**src/rtl/game_pkg.sv**
```systemverilog
// Shared types and timing constants for the game's player input path.
package game_pkg;

  localparam int CLK_FREQ_HZ = 25_000_000;
  localparam int DEBOUNCE_MS = 10;
  localparam int DEBOUNCE_CYCLES_DEFAULT = (CLK_FREQ_HZ / 1000) * DEBOUNCE_MS;

  typedef struct packed {
    logic left;
    logic right;
    logic shoot;
  } player_cmd_t;

  typedef enum logic [1:0] {
    BTN_LEFT  = 2'd0,
    BTN_RIGHT = 2'd1,
    BTN_SHOOT = 2'd2
  } btn_id_e;

  // Opposing directions cancel so the player never receives both at once.
  function automatic player_cmd_t resolve_cmd(input logic left, input logic right,
                                              input logic shoot);
    player_cmd_t cmd;
    cmd.left  = left & ~right;
    cmd.right = right & ~left;
    cmd.shoot = shoot;
    return cmd;
  endfunction

endpackage

```
**src/rtl/debouncer.sv**
```systemverilog
// Two-flop synchroniser followed by a consecutive-cycle debounce counter.
module debouncer
  import game_pkg::*;
#(
  parameter int DEBOUNCE_CYCLES = DEBOUNCE_CYCLES_DEFAULT
) (
  input  logic clk_i,
  input  logic reset_i,
  input  logic raw_i,
  output logic stable_o,
  output logic rise_o
);

  localparam int CNT_W = $clog2(DEBOUNCE_CYCLES + 1);
  localparam logic [CNT_W-1:0] CNT_LAST = CNT_W'(DEBOUNCE_CYCLES - 1);

  logic [1:0]       sync_q;
  logic             sync_s;
  logic [CNT_W-1:0] cnt_q;

  assign sync_s = sync_q[1];

  // The stable level flips on the cycle the counter would reach DEBOUNCE_CYCLES.
  always_ff @(posedge clk_i) begin
    if (!reset_i) begin
      sync_q   <= 2'b00;
      cnt_q    <= '0;
      stable_o <= 1'b0;
      rise_o   <= 1'b0;
    end else begin
      sync_q <= {sync_q[0], raw_i};
      rise_o <= 1'b0;
      if (sync_s == stable_o) begin
        cnt_q <= '0;
      end else if (cnt_q == CNT_LAST) begin
        cnt_q    <= '0;
        stable_o <= sync_s;
        rise_o   <= sync_s;
      end else begin
        cnt_q <= cnt_q + CNT_W'(1);
      end
    end
  end

endmodule

```
**src/rtl/input_conditioner.sv**
```systemverilog
// Debounces the three player buttons and hands one command per frame to the
// player state machine over a valid/ready handshake.
module input_conditioner
  import game_pkg::*;
#(
  parameter int DEBOUNCE_CYCLES = DEBOUNCE_CYCLES_DEFAULT,
  parameter int OVERRUN_W       = 8
) (
  input  logic                 clk_i,
  input  logic                 reset_i,
  input  logic                 frame_i,
  input  logic                 btn_left_raw_i,
  input  logic                 btn_right_raw_i,
  input  logic                 btn_shoot_raw_i,
  output logic                 btn_left_o,
  output logic                 btn_right_o,
  output logic                 btn_shoot_o,
  output logic                 valid_o,
  input  logic                 ready_i,
  output logic [OVERRUN_W-1:0] overrun_o
);

  logic stable_left, stable_right, stable_shoot;
  logic rise_left, rise_right, rise_shoot;
  logic unused_bits;

  player_cmd_t          cmd_q;
  player_cmd_t          fresh_cmd;
  logic                 valid_q;
  logic                 shoot_pend_q;
  logic [OVERRUN_W-1:0] overrun_q;

  debouncer #(.DEBOUNCE_CYCLES(DEBOUNCE_CYCLES)) u_deb_left (
    .clk_i    (clk_i),
    .reset_i  (reset_i),
    .raw_i    (btn_left_raw_i),
    .stable_o (stable_left),
    .rise_o   (rise_left)
  );

  debouncer #(.DEBOUNCE_CYCLES(DEBOUNCE_CYCLES)) u_deb_right (
    .clk_i    (clk_i),
    .reset_i  (reset_i),
    .raw_i    (btn_right_raw_i),
    .stable_o (stable_right),
    .rise_o   (rise_right)
  );

  debouncer #(.DEBOUNCE_CYCLES(DEBOUNCE_CYCLES)) u_deb_shoot (
    .clk_i    (clk_i),
    .reset_i  (reset_i),
    .raw_i    (btn_shoot_raw_i),
    .stable_o (stable_shoot),
    .rise_o   (rise_shoot)
  );

  assign unused_bits = ^{rise_left, rise_right, stable_shoot};

  // A shoot edge arriving on the capture cycle goes straight into this command.
  always_comb begin
    fresh_cmd = resolve_cmd(stable_left, stable_right, shoot_pend_q | rise_shoot);
  end

  // An unconsumed command is overwritten on capture, but its shot is ORed in
  // so a press is never lost to a slow consumer.
  always_ff @(posedge clk_i) begin
    if (!reset_i) begin
      cmd_q        <= '0;
      valid_q      <= 1'b0;
      shoot_pend_q <= 1'b0;
      overrun_q    <= '0;
    end else if (frame_i) begin
      valid_q      <= 1'b1;
      shoot_pend_q <= 1'b0;
      cmd_q.left   <= fresh_cmd.left;
      cmd_q.right  <= fresh_cmd.right;
      if (valid_q && !ready_i) begin
        cmd_q.shoot <= cmd_q.shoot | fresh_cmd.shoot;
        if (overrun_q != '1) begin
          overrun_q <= overrun_q + OVERRUN_W'(1);
        end
      end else begin
        cmd_q.shoot <= fresh_cmd.shoot;
      end
    end else begin
      if (rise_shoot) begin
        shoot_pend_q <= 1'b1;
      end
      if (valid_q && ready_i) begin
        valid_q <= 1'b0;
      end
    end
  end

  assign btn_left_o  = cmd_q.left;
  assign btn_right_o = cmd_q.right;
  assign btn_shoot_o = cmd_q.shoot;
  assign valid_o     = valid_q;
  assign overrun_o   = overrun_q;

endmodule

```
**config.mk**
```make
export PLATFORM = sky130hd
export DESIGN_NAME = input_conditioner
export DESIGN_NICKNAME = d
export VERILOG_FILES = /design/src/rtl/game_pkg.sv /design/src/rtl/debouncer.sv /design/src/rtl/input_conditioner.sv
export SDC_FILE = /design/constraint.sdc
export NUM_CORES = 1
export LEC_CHECK = 0
export BUFFER_PORTS_ARGS = -buffer_cell sky130_fd_sc_hd__buf_2
export CELL_PAD_IN_SITES_DETAIL_PLACEMENT = 2
export CELL_PAD_IN_SITES_GLOBAL_PLACEMENT = 2
export CORE_ASPECT_RATIO = 0.7
export CORE_UTILIZATION = 41
export CTS_CLUSTER_DIAMETER = 30
export DETAILED_ROUTE_END_ITERATION = 7
export GPL_TIMING_DRIVEN = 0
export PLACE_DENSITY = 0.93
export SLEW_MARGIN = 20
export SYNTH_ARGS = -nofsm -noshare
export SYNTH_HDL_FRONTEND = slang
export SYNTH_SLANG_ARGS = --single-unit
```
**constraint.sdc**
```tcl
create_clock -name clk_i -period 4.05 [get_ports clk_i]
set_input_delay 0.81 -clock clk_i [delete_from_list [all_inputs] [get_ports clk_i]]
set_output_delay 0.81 -clock clk_i [all_outputs]
set_load 0.01 [all_outputs]
```
==> summary.log <==
qor: logic_synthesis.yosys-top-cells-area sky130_fd_sc_hd__dfxtp_1 (45%), sky130_fd_sc_hd__xnor2_1 (7.1%), sky130_fd_sc_hd__nor2_1 (5.8%)
qor: cts.post-cts-setup-buffer-count 0
qor: global_route.grt_start_max_net_pins 13
qor: timing.rsz0062_at_grt no
qor: logic_synthesis.synth_top_family_by_area simple AND/OR/NAND/NOR gates
qor: logic_synthesis.synth_area_per_cell 8.94 sq um
qor: setup_path.critPathMaxFanout 10
qor: floorplan.floorplan.die.width 111 um
qor: logic_synthesis.synthAdderAreaFrac 1.45%
qor: cts.clock-sinks 77
qor: route.postRouteWirelength 10.6 mm
qor: cts.cts_inserted_buffers 9
qor: cts.number_of_buffers_on_the_longest_clock_path 2
qor: logic_synthesis.synth.net_count 396
qor: floorplan.row_count 27
qor: cts.ctsResizeCount 0
qor: floorplan.core_region_area 8010 sq um
qor: global_route.grt_busiest_layer met2
qor: setup_path.worst-path-buf-inv 1
qor: placement.place.port_buffers 16
qor: global_route.grt.met1_usage 29.1%
qor: logic_synthesis.post_synth_xor_area_fraction 11.7%
qor: setup_path.crit_arrival 2.51 ns
qor: setup_path.timing.critical_path.required 4.28 ns
qor: setup_path.timing.critical_path.slowest_cell_delay 0.60 ns
qor: global_route.routing_usage_on_met3 8.03%
qor: setup_path.critical_path.startpoint_type register
qor: timing.period_share 56.2%
qor: setup_path.endpoint_kind register
qor: timing.timing_max_transition_violations_final 0
qor: placement.place_inst 502
qor: global_route.global_routing_met2_resource_utilization 47.9%
qor: power.power_density 409 nW/um^2
qor: setup_path.timing.critical_path.max_delay_family compound AO/OA/AOI/OAI gates
qor: global_route.wire_length_of_the_first_global_routing_pass 17.4 mm
qor: run_status.run_status complete, no violations
qor: timing.fmax 0.439 GHz
qor: logic_synthesis.ys_warn_count 0
qor: setup_path.worstSetupPathType reg2reg
qor: logic_synthesis.syn-instance-count 385
qor: route.detailedRoute.firstPassIterationCount 4
qor: cells_and_area.multi_input_area 1780 sq um
qor: placement.dpl_worst_slack 1.58 ns
qor: timing.layout_min_cycle_time 2.28 ns
qor: floorplan.dieArea 8770 sq um
qor: placement.finalWeightedCongestion 0.772
qor: cts.cts_root_buffer sky130_fd_sc_hd__clkbuf_16
qor: flow_run.max_cap_viols 0
qor: cts.worst_skew_pair.late_latency 0.35 ns
qor: timing.clock_skew 0.00641 ns
qor: logic_synthesis.ys_dominant_reg_cell sky130_fd_sc_hd__dfxtp_1
qor: logic_synthesis.synthDistinctLibCells 46
qor: route.via_count 2959
qor: logic_synthesis.synthesis.area 3440 sq um
qor: timing.slew_headroom 56.8%
qor: floorplan.floorplan.initialDensity 43.0%
qor: timing.timing.final.hold_violations 0
qor: logic_synthesis.synthArstFlopShare 0%
qor: power.power_leakage 1.25 nW
qor: min_path.hold_start u_deb_shoot.sync_q[0]$_SDFF_PN0_
qor: timing.setup_viol 0
qor: timing.hold_ws 0.438 ns
qor: setup_path.critical_path.slowest_cell sky130_fd_sc_hd__o21ai_1
qor: cells_and_area.flow.area_growth_from_synthesis 14.5%
qor: logic_synthesis.synth_compound_area_share 7.64%
qor: route.detailed_route_iter0_violations 109
qor: cts.cts.reportedPaths.clkPinSlew 0.06 ns
qor: logic_synthesis.synth.most_common_cell sky130_fd_sc_hd__dfxtp_1
qor: cells_and_area.fin_cells 517
qor: global_route.grt.total_usage 26.2%
qor: cells_and_area.num-nets-final 423
qor: power.max-vdd-ir-drop 341 uV
qor: logic_synthesis.basic_gate_share_of_the_synthesized_area_counting_and_or_nand_and_nor_cells 30.1%
qor: placement.place.detailed.hpwl 6.49 mm
qor: floorplan.top_ports 19
qor: route.post_drt_via_cell_ratio 5.72
qor: timing.worst_slew_pin_slew 0.644 ns
qor: logic_synthesis.most_frequent_cells_after_synthesis sky130_fd_sc_hd__dfxtp_1 (77), sky130_fd_sc_hd__nor2_1 (53), sky130_fd_sc_hd__xnor2_1 (28)
qor: logic_synthesis.number_of_enable_type_register_cells_in_the_synthesized_netlist 0
qor: cts.post_cts_hold_buffer_count 0
qor: route.ant_nets 0
qor: min_path.worstHoldPathType reg2reg
qor: floorplan.chipHeight 78.6 um
qor: timing.setup_tns 0 ns
qor: setup_path.cp-startpoint u_deb_shoot.cnt_q[0]$_SDFF_PP0_
qor: cells_and_area.post_route_cells_drive_above_1_share 13.5%
qor: setup_path.worst_r2r_startpoint u_deb_shoot.cnt_q[0]$_SDFF_PP0_
qor: logic_synthesis.synth_largest_area_cell sky130_fd_sc_hd__dfxtp_1
qor: global_route.first_global_vias 3311
qor: logic_synthesis.sequential_to_total_area_share_from_yosys_stat 44.8%
qor: route.wl_per_cell 20.6 um
qor: route.drt_drc_violations_left 0
qor: global_route.grt_antenna_before_repair 0
qor: setup_path.critical_path.cell_chain ha_1 -> and3_1 -> nand4_1 -> o21ai_1 -> buf_2 -> nor2_1
qor: cells_and_area.fillers 890
qor: logic_synthesis.synth.ff_latch_count 77
qor: cts.htree_levels 3
qor: cells_and_area.antenna_cells_inserted 0
qor: cells_and_area.seqCellArea 1540 sq um
qor: logic_synthesis.synth_mux_area_share 0.873%
qor: global_route.overflow_left_after_global_routing 0
qor: cts.cts_tree yes
qor: timing.finalWorstSetupSlack 1.77 ns
qor: logic_synthesis.synth_top_area_share 44.8%
worst paths after layout:
path,to,cells after the start,slack (ns)
worst min register to register,u_deb_shoot.sync_q[1]$_SDFF_PN0_,1,0.44
worst min-delay path,u_deb_shoot.sync_q[1]$_SDFF_PN0_,1,0.44
worst max register to register,u_deb_shoot.cnt_q[8]$_SDFF_PP0_,6,1.77
worst max-delay path,u_deb_shoot.cnt_q[8]$_SDFF_PP0_,6,1.77
worst reg2reg max path, stage by stage (launching register included):
cell and delay (ns):
sky130_fd_sc_hd__dfxtp_1 0.39, sky130_fd_sc_hd__ha_1 0.23, sky130_fd_sc_hd__and3_1 0.26, sky130_fd_sc_hd__nand4_1 0.25, sky130_fd_sc_hd__o21ai_1 0.60, sky130_fd_sc_hd__buf_2 0.35
sky130_fd_sc_hd__nor2_1 0.08
routing by layer:
| layer | vias up | wire length, um |
|---|---|---|
| met5 | - | 0 |
| met4 | 0 | 188 |
| met3 | 21 | 376 |
| met2 | 51 | 5350 |
| met1 | 1495 | 4720 |
| li1 | 1392 | - |
power by group:
group / internal [mW] / switching [mW] / total (mW)
clock network: 0.492 / 0.324 / 0.816
logic: 0.0101 / 0.0207 / 0.0308
registers: 0.762 / 0.00426 / 0.766
flip-flops by register name (all words and copies together), names as in the netlist, 2 cells and up:
name and cells:
u_deb_shoot.cnt_q 18, overrun_o 8, u_deb_shoot.sync_q 2, u_deb_right.sync_q 2, u_deb_left.sync_q 2, u_deb_left.cnt_q 18
u_deb_right.cnt_q 18
area by class of cell:
cell class | count | area share (%)
multi-input cells | 281 | 45.2
flip-flops and latches | 77 | 39.1
clock buffers | 12 | 6.26
well taps | 101 | 3.21
repair buffers | 16 | 2.03
plain buffers | 12 | 1.59
inverters | 15 | 1.43
clock inverters | 3 | 1.17
cells in the final DEF (no fill, tap or decap), types with 3 or more instances in the layout:
master	netlist	routed
sky130_fd_sc_hd__nand3_1	19	19
sky130_fd_sc_hd__a21oi_1	11	11
sky130_fd_sc_hd__clkbuf_1	6	8
sky130_fd_sc_hd__dfxtp_1	77	77
sky130_fd_sc_hd__nand2_1	24	24
sky130_fd_sc_hd__and4_1	4	4
sky130_fd_sc_hd__xnor2_1	28	28
sky130_fd_sc_hd__nor2_2	10	10
sky130_fd_sc_hd__o31ai_1	4	4
sky130_fd_sc_hd__mux2i_1	3	3
sky130_fd_sc_hd__nor2_1	53	53
sky130_fd_sc_hd__xor2_1	18	18
sky130_fd_sc_hd__nand4_1	19	19
sky130_fd_sc_hd__nor4_1	16	16
sky130_fd_sc_hd__and3_1	6	6
sky130_fd_sc_hd__nand2b_1	4	4
sky130_fd_sc_hd__buf_2	4	20
sky130_fd_sc_hd__clkbuf_16	0	9
sky130_fd_sc_hd__or4_1	3	3
sky130_fd_sc_hd__or3_1	3	3
sky130_fd_sc_hd__o21ai_0	7	7
sky130_fd_sc_hd__and2_1	7	7
sky130_fd_sc_hd__inv_1	15	15
sky130_fd_sc_hd__nor3_1	13	13
sky130_fd_sc_hd__ha_1	4	4
cell families after synthesis:
kind of cell	count (synthesis)
buffers and inverters	27
muxes	3
and+or+nand+nor	192
AOI/OAI and AO/OA	36
xor gates and xnor gates	46
DFF	77
adders and majority gates	4
per-stage QoR:
stage	total power [mW]	instance area (sq um)	utilization (%)
after global routing	1.66	3940	49.2
after CTS	1.63	3940	49.2
after global placement	0.810	3650	45.6
after floorplan	0.801	3440	-
final	1.61	3940	49.2
after detailed placement	0.813	3650	45.6
No activity file was read; power rests on OpenSTA's default activity.
